--- src/rtl/stepmotor_ctrl.sv ---
// -----------------------------------------------------------------------------
// stepmotor_ctrl
//   Unipolar 4-coil stepper-motor controller. It accepts one move command
//   through a valid/ready handshake and runs exactly that many steps at a
//   fixed step period, in full-step (two-coil) or half-step mode. When the
//   move is finished it pulses o_done. After the first step the coil pattern
//   is held in IDLE, so the motor keeps its holding torque.
//
// Optional feature (compile-time macro STEP_POSITION_EN):
//   When defined, this adds a signed, wrapping position counter (o_position)
//   and a synchronous clear input (i_pos_clear).
//
// Parameters:
//   CNT_W   width of the step-period timer and of i_cmd_period
//   MOVE_W  width of i_cmd_steps and o_steps_left
//   POS_W   width of o_position (used only with STEP_POSITION_EN)
//
// Ports:
//   i_clk          system clock
//   i_rst          synchronous reset, active-high
//   i_cmd_valid    move command present
//   o_cmd_ready    controller can accept a command (high only in IDLE)
//   i_cmd_steps    number of steps to move
//   i_cmd_dir      1 = forward (phase index increments), 0 = reverse
//   i_cmd_half     1 = half-step (8 phases), 0 = full-step (4 phases)
//   i_cmd_period   clocks per step; 0 is treated as 1
//   i_abort        stop the current move at the next clock edge
//   o_step_drive   coil drive pattern
//   o_step_pulse   one-cycle strobe on every step taken
//   o_busy         move in progress
//   o_done         one-cycle pulse at the end of a move
//   o_steps_left   steps remaining in the current or last move
//   i_pos_clear    (STEP_POSITION_EN) clear the position counter
//   o_position     (STEP_POSITION_EN) signed step position
// -----------------------------------------------------------------------------
module stepmotor_ctrl #(
    parameter int CNT_W  = 32,
    parameter int MOVE_W = 16,
    parameter int POS_W  = 24
) (
    input  logic                    i_clk,
    input  logic                    i_rst,
    input  logic                    i_cmd_valid,
    output logic                    o_cmd_ready,
    input  logic [MOVE_W-1:0]       i_cmd_steps,
    input  logic                    i_cmd_dir,
    input  logic                    i_cmd_half,
    input  logic [CNT_W-1:0]        i_cmd_period,
    input  logic                    i_abort,
    output logic [3:0]              o_step_drive,
    output logic                    o_step_pulse,
    output logic                    o_busy,
    output logic                    o_done,
`ifdef STEP_POSITION_EN
    input  logic                    i_pos_clear,
    output logic signed [POS_W-1:0] o_position,
`endif
    output logic [MOVE_W-1:0]       o_steps_left
);

    typedef enum logic {IDLE = 1'b0, RUN = 1'b1} state_t;

    localparam logic [CNT_W-1:0]  CNT_ONE  = {{(CNT_W-1){1'b0}}, 1'b1};
    localparam logic [MOVE_W-1:0] MOVE_ONE = {{(MOVE_W-1){1'b0}}, 1'b1};

    state_t              r_state;
    logic [2:0]          r_phase;
    logic [CNT_W-1:0]    r_timer;
    logic [CNT_W-1:0]    r_period;
    logic                r_dir;
    logic                r_half;
    logic [MOVE_W-1:0]   r_steps_left;
    logic [3:0]          r_drive;
    logic                r_pulse;
    logic                r_done;
    logic                r_busy;
    logic                r_ready;

    logic                w_tick;
    logic                w_step;
    logic [2:0]          w_next_phase;

    // Half-step sequence. Odd indices energise two coils; even indices energise one.
    function automatic logic [3:0] phase_pattern(input logic [2:0] phase);
        case (phase)
            3'd0:    phase_pattern = 4'b0001;
            3'd1:    phase_pattern = 4'b0011;
            3'd2:    phase_pattern = 4'b0010;
            3'd3:    phase_pattern = 4'b0110;
            3'd4:    phase_pattern = 4'b0100;
            3'd5:    phase_pattern = 4'b1100;
            3'd6:    phase_pattern = 4'b1000;
            default: phase_pattern = 4'b1001;
        endcase
    endfunction

    // In full-step mode the controller moves by 2 from an odd index. From an
    // even index it moves by 1, so it always lands on a two-coil (odd) phase.
    function automatic logic [2:0] advance(input logic [2:0] phase,
                                           input logic       dir,
                                           input logic       half);
        logic [2:0] inc;
        inc = (half || !phase[0]) ? 3'd1 : 3'd2;
        advance = dir ? (phase + inc) : (phase - inc);
    endfunction

    assign w_tick       = (r_state == RUN) && (r_timer == r_period - CNT_ONE);
    // An abort takes priority over a step tick that falls on the same edge.
    assign w_step       = w_tick && !i_abort;
    assign w_next_phase = advance(r_phase, r_dir, r_half);

    always_ff @(posedge i_clk) begin
        if (i_rst) begin
            r_state      <= IDLE;
            r_phase      <= 3'd0;
            r_timer      <= '0;
            r_period     <= CNT_ONE;
            r_dir        <= 1'b0;
            r_half       <= 1'b0;
            r_steps_left <= '0;
            r_drive      <= 4'b0000;
            r_pulse      <= 1'b0;
            r_done       <= 1'b0;
            r_busy       <= 1'b0;
            r_ready      <= 1'b1;
        end else begin
            // NOTE: strobes default low every cycle; the branches below only raise them.
            r_pulse <= 1'b0;
            r_done  <= 1'b0;
            case (r_state)
                IDLE: begin
                    if (i_cmd_valid) begin
                        r_steps_left <= i_cmd_steps;
                        r_dir        <= i_cmd_dir;
                        r_half       <= i_cmd_half;
                        r_period     <= (i_cmd_period == '0) ? CNT_ONE : i_cmd_period;
                        r_timer      <= '0;
                        if (i_cmd_steps == '0) begin
                            r_done <= 1'b1;
                        end else begin
                            r_state <= RUN;
                            r_busy  <= 1'b1;
                            r_ready <= 1'b0;
                        end
                    end
                end
                RUN: begin
                    if (i_abort) begin
                        r_state <= IDLE;
                        r_busy  <= 1'b0;
                        r_ready <= 1'b1;
                        r_done  <= 1'b1;
                    end else if (w_tick) begin
                        r_timer      <= '0;
                        r_phase      <= w_next_phase;
                        r_drive      <= phase_pattern(w_next_phase);
                        r_pulse      <= 1'b1;
                        r_steps_left <= r_steps_left - MOVE_ONE;
                        if (r_steps_left == MOVE_ONE) begin
                            r_state <= IDLE;
                            r_busy  <= 1'b0;
                            r_ready <= 1'b1;
                            r_done  <= 1'b1;
                        end
                    end else begin
                        r_timer <= r_timer + CNT_ONE;
                    end
                end
                default: r_state <= IDLE;
            endcase
        end
    end

`ifdef STEP_POSITION_EN
    localparam logic signed [POS_W-1:0] POS_ONE = {{(POS_W-1){1'b0}}, 1'b1};

    logic signed [POS_W-1:0] r_position;

    always_ff @(posedge i_clk) begin
        if (i_rst || i_pos_clear) begin
            r_position <= '0;
        end else if (w_step) begin
            r_position <= r_dir ? (r_position + POS_ONE) : (r_position - POS_ONE);
        end
    end

    assign o_position = r_position;
`endif

    assign o_cmd_ready  = r_ready;
    assign o_step_drive = r_drive;
    assign o_step_pulse = r_pulse;
    assign o_busy       = r_busy;
    assign o_done       = r_done;
    assign o_steps_left = r_steps_left;

endmodule

--- config.mk ---
export PLATFORM = sky130hd
export DESIGN_NAME = stepmotor_ctrl
export DESIGN_NICKNAME = d
export VERILOG_FILES = /design/src/rtl/stepmotor_ctrl.sv
export SDC_FILE = /design/constraint.sdc
export NUM_CORES = 1
export LEC_CHECK = 0
export BUFFER_PORTS_ARGS = -buffer_cell sky130_fd_sc_hd__buf_2
export CAP_MARGIN = 10
export CELL_PAD_IN_SITES_DETAIL_PLACEMENT = 2
export CELL_PAD_IN_SITES_GLOBAL_PLACEMENT = 2
export CORE_ASPECT_RATIO = 0.8
export CORE_MARGIN = 3
export CORE_UTILIZATION = 36
export DETAILED_ROUTE_END_ITERATION = 10
export PLACE_DENSITY_LB_ADDON = 0.1
export SLEW_MARGIN = 20
export SYNTH_ARGS = -nofsm -noshare
export SYNTH_HDL_FRONTEND = slang
export SYNTH_SLANG_ARGS = --single-unit
--- constraint.sdc ---
create_clock -name i_clk -period 6.75 [get_ports i_clk]
set_clock_uncertainty 0.1 [all_clocks]
set_input_delay 0.675 -clock i_clk [delete_from_list [all_inputs] [get_ports i_clk]]
set_output_delay 0.675 -clock i_clk [all_outputs]
set_load 0.1 [all_outputs]
## Yosys cells after proc, flatten, opt, wreduce, memory -nomap -nowiden

Cells that the tools add are included.
W data, S select, Z words.

- Bitwise operators: 2
- Equal/unequal tests: 14
- Add/sub/neg operators: 5
- Reductions and logical operators: 12
- Multiplexer cells: 37

Operators by type and width:

| operator | count |
|---|---|
| $mux W32 | 4 |
| $pmux W32 S2 | 1 |
| $mux W16 | 3 |
| $add A32 B1 Y32 const B | 1 |
| $eq A32 B32 Y1 | 1 |
| $logic_not A32 Y1 | 1 |
| $pmux W16 S2 | 1 |
| $sub A32 B1 Y32 const B | 1 |
| $pmux W4 S7 | 1 |
| $mux W1 | 21 |
| $eq A16 B1 Y1 const B | 1 |
| $logic_not A16 Y1 | 1 |
| $sub A16 B1 Y16 const B | 1 |
| $eq A3 B3 Y1 const B | 3 |
| $pmux W1 S2 | 4 |
| $eq A3 B2 Y1 const B | 2 |
| $ne A2 B2 Y1 const B | 3 |
| $ne A3 B2 Y1 const B | 2 |
| $reduce_and A3 Y1 | 2 |
| $reduce_and A2 Y1 | 2 |
| $reduce_and A4 Y1 | 1 |
| $add A3 B2 Y3 | 1 |
| $eq A3 B1 Y1 const B | 1 |
| $logic_not A3 Y1 | 1 |
| other kinds (9) | 10 |

- Output and inout port bits: 24
- Bits of input ports: 54
- Word-level logic and storage cells: 82
- Register bits after elaboration: 94

## Longest topological paths before layout

- Depth after elaboration: 7
- Mapped depth: 13
- Gate-level depth less buffers: 11

## Worst setup path after synthesis

No wires, ideal clock.

- Path kind: reg-to-reg
- Start: reg r_period[12]
- End: reg r_steps_left[13] (netlist: o_steps_left[13])
- Setup time: 134 ps
- Period minus slack after synthesis: 3499 ps
- Data arrival time: 3265 ps
- Cell stages (with the launch flop): 11
- Data required time: 6516 ps
- Slack: 3251 ps
- Buffers on the path: 1
- Cells stage by stage: dfxtp_1 -> buf_6 -> or4_4 -> nor4_4 -> nand2_2 -> o32a_1 -> nor3_2 -> or4b_1 -> or4_4 -> nor4_4 -> a211oi_2

- Word-level cells in the longest chain between the ends: 5

Ends and longest elaborated chain:

| item | line | RTL |
|---|---|---|
| start, declared | 69 | `logic [CNT_W-1:0] r_period;` |
| start signal, assigned | 136 | `r_period <= (i_cmd_period == '0) ? CNT_ONE : i_cmd_period;` |
| $sub A32 B1 Y32 | 107 | `assign w_tick = (r_state == RUN) && (r_timer == r_period - CNT_ONE);` |
| $eq A32 B32 Y1 | 107 |  |
| $logic_and A1 B1 Y1 | 107 |  |
| $ne A2 B1 Y1 (no line) | n/a |  |
| $reduce_and A3 Y1 (no line) | n/a |  |
| end signal, assigned | 133 | `r_steps_left <= i_cmd_steps;` |
| end signal, assigned | 158 | `r_steps_left <= r_steps_left - MOVE_ONE;` |
| end, declared | 72 | `logic [MOVE_W-1:0] r_steps_left;` |

Every way passes these cells.
A chain may end at the register's enable or synchronous reset.

## Worst setup path in the final report

- Start: reg r_period[0]
- End: reg r_steps_left[5] (netlist: o_steps_left[5])

The elaborated chain is that of the path after synthesis.

==> results_dict.tcl <==
set metrics [dict create \
    status "completed" \
    cp-end-kind "flip-flop" \
    syn-mean-instance-area_um2 7.80 \
    clkTransAtPathRegs_ns 0.07 \
    power_density_mw_per_mm2 229 \
    ys_top_cells_by_area "dfxtp_1 34%, nand2_1 7.0%, xnor2_1 6.4%" \
    reg2reg_to "o_steps_left[5]$_SDFFE_PP0P_" \
    die_y_um 117 \
    track_usage_pct 22.9 \
    critical_path_required_ns 6.88 \
    cp_num_buf_inv 1 \
    viasPerCell 5.61 \
    start_util_pct 37.0 \
    grt_pass1_vias 5883 \
    regToRegStartpoint "r_period[0]$_SDFFE_PP1P_" \
    synthArstFlopShare_pct 0 \
    grt_pass1_wl_mm 31.9 \
    fin_nets 832 \
    p_leak_nw 2.39 \
    cts.sinks 94 \
    postCtsSetupRepairBufs 0 \
    wl_mm 19.4 \
    port_buffers 77 \
    setup_tns_ns 0 \
    worst-r2r-cell-count 11 \
    dieArea_mm2 0.0171 \
    dp.cells 967 \
    diodes 0 \
    htree_levels 3 \
    io_pins 78 \
    r2r_slack_ns 2.27 \
    crit_path_start_kind "flip-flop" \
    critical_path.top_delay_family "simple AND/OR/NAND/NOR gates" \
    ys_seq_area_share_pct 33.7 \
    max-slew-margin-rel_pct 30.8 \
    drt-pass1-iter-count 4 \
    netlist_instances 716 \
    drv_slew 0 \
    fin_crit_sh_pct 66.3 \
    drive_above_1_share_pct 15.9 \
    stdcell_count 983 \
    crit_arrival_ns 4.61 \
    path_cells "inv_1, ha_1, nor3b_1, and3_1, xnor2_1, a32o_1, o211ai_1, nor3_1, and4_2, nor2_1, o311ai_0" \
    hold_depth 2 \
    synth_cell_type_count 70 \
    synth_top_area_share_pct 33.7 \
    die_w_um 145 \
    cap_violations 0 \
    finalSetupViolations 0 \
    worstMarginPinSlew_ns 1.03 \
    antenna_found_initial 0 \
    area_growth_syn_to_layout_pct 14.7 \
    cts-root-buf "clkbuf_16" \
    drt_iter0_markers 200 \
    grt_max_degree 60 \
    synth_top_cell_by_area "dfxtp_1" \
    min-delay-path-class "flip-flop to flip-flop" \
    yosysWarnings 0 \
    grt_setup_unrepaired "false" \
    fill_cells 1784 \
    vias 5516 \
    crit_start "r_period[0]$_SDFFE_PP1P_" \
    insertion_delay_ns 0.36 \
    overflow 0 \
    core_mm2 0.0151 \
    place_congestion 0.883 \
    max_stage_delay_ns 0.78 \
    hold_buffers 0 \
    dp_hpwl_mm 14.6 \
    fmax_mhz 223 \
    synth_edf_count 0 \
    slowest_stage "nor3b_1" \
    wire_per_inst_um 19.7 \
    ys_ff_latch 94 \
    cts_tree "done" \
    post-route-min-period_ns 4.48 \
    cts_resized 0 \
    ir_drop_mv 0.125 \
    cts_buffer_depth 2 \
    numCtsBuffers 9 \
    min_to "o_step_drive[3]$_SDFFE_PP0P_" \
    synth_nets 780 \
    synth_area_mm2 0.00559 \
    worst-path-max-fanout 12 \
    finalHoldViolations 0 \
    rows 40 \
    min-delay-start "o_step_drive[3]$_SDFFE_PP0P_" \
    drc 0 \
    path_class "flip-flop to flip-flop" \
    synthFlopType "dfxtp_1" \
    ant_nets 0 \
]
metrics by stage:
stage	util (%)	instance area, µm²	hold slack (ns)	total power [mW]	worst slack, ns
after global placement	40.4	6110	0.343	0.952	2.61
after floorplan	-	5590	0.341	0.868	3.25
after CTS	42.4	6410	0.366	1.48	2.27
after global routing	42.4	6410	0.389	1.54	1.94
after detailed placement	40.4	6110	0.353	0.967	2.30
final	42.4	6410	0.357	1.47	2.27
layout make-up:
type	instances	area (µm²)	area share, %
Clock buffer	12	267	4.16
Clock inverter	4	30.0	0.469
Inverter	18	67.6	1.05
Multi-Input combinational cell	563	3480	54.3
Sequential cell	94	1880	29.4
Tap cell	210	263	4.10
Timing Repair Buffer	82	423	6.60
Yosys cell counts (all sizes together), types with 4 or more instances:
library cell and n:
xor2 38, or3 4, dfxtp 94, xnor2 41
inv 17, nor2b 5, o21ai 16, nor4 31
nand4 26, nand2b 5, mux2i 4, nand3 43
or4 11, a211oi 7, and4 4, ha 9
nor3 23, buf 9, nor2 70, and3 10
a21oi 49, clkbuf 32, nand2 105, o311ai 5
o31ai 4, o211ai 6
worst max path at each step:
stage / cells past startpoint / endpoint / slack (ns)
floorplan: 10 / o_steps_left[13]$_SDFFE_PP0P_ / 3.25
global placement: 11 / o_steps_left[5]$_SDFFE_PP0P_ / 2.61
detailed placement: 11 / o_steps_left[5]$_SDFFE_PP0P_ / 2.30
CTS: 11 / o_steps_left[5]$_SDFFE_PP0P_ / 2.27
global route: 11 / o_steps_left[5]$_SDFFE_PP0P_ / 1.94
finish: 11 / o_steps_left[5]$_SDFFE_PP0P_ / 2.27
cell families (layout without fill, tap and decap cells):
logic type               after synthesis  count (layout)  synth area share, %
AND/OR/NAND/NOR                      357             357                 33.4
flip-flops                            94              94                 33.7
XOR/XNOR                              79              79                 12.4
buffers and inverters                 59             116                 4.26
AO/OA/AOI/OAI                        112             112                 13.0
multiplexers                           5               5                0.918
adder cells (fa/ha/maj)               10              10                 2.37
report_power, final:
part	internal, mW	total (mW)	switching [mW]	leakage [nW]
Clock	0.281	0.511	0.230	0.145
Combinational	0.102	0.335	0.233	1.48
Sequential	0.578	0.620	0.0421	0.766
registers in the layout, summed over array words and instances, names as in the netlist:
signal / flops
o_busy: 1
o_cmd_ready: 1
o_done: 1
o_step_drive: 4
o_step_pulse: 1
o_steps_left: 16
r_dir: 1
r_half: 1
r_period: 32
r_phase: 3
r_state: 1
r_timer: 32
metal layers:
layer	vias to the layer above	track usage (%)	routed length [µm]
met1	2756	32.4	9630
met4	0	5.52	225
met3	19	3.71	686
met2	93	36.5	8840
li1	2648	-	-
met5	-	0	0
placed cells by master (no fill, tap or decap), types with 9 or more instances in the layout:
cell type,Yosys,layout
nand2_1,104,104
nor4_1,26,26
nor2_1,70,70
o21ai_0,16,16
a21oi_1,49,49
buf_2,4,77
nand3_1,43,43
clkbuf_16,0,9
dfxtp_1,94,94
nor3_1,21,21
or4_1,9,9
inv_1,17,17
ha_1,9,9
xnor2_1,41,41
nand4_1,26,26
xor2_1,38,38
tightest hold or removal path, delay by kind of cell, from the launching register on:
kind,cells,cell delay [ns]
DFF,1,0.31
and+or+nand+nor,1,0.05
AOI/OAI and AO/OA,1,0.05
No activity file was read; power rests on OpenSTA's default activity.
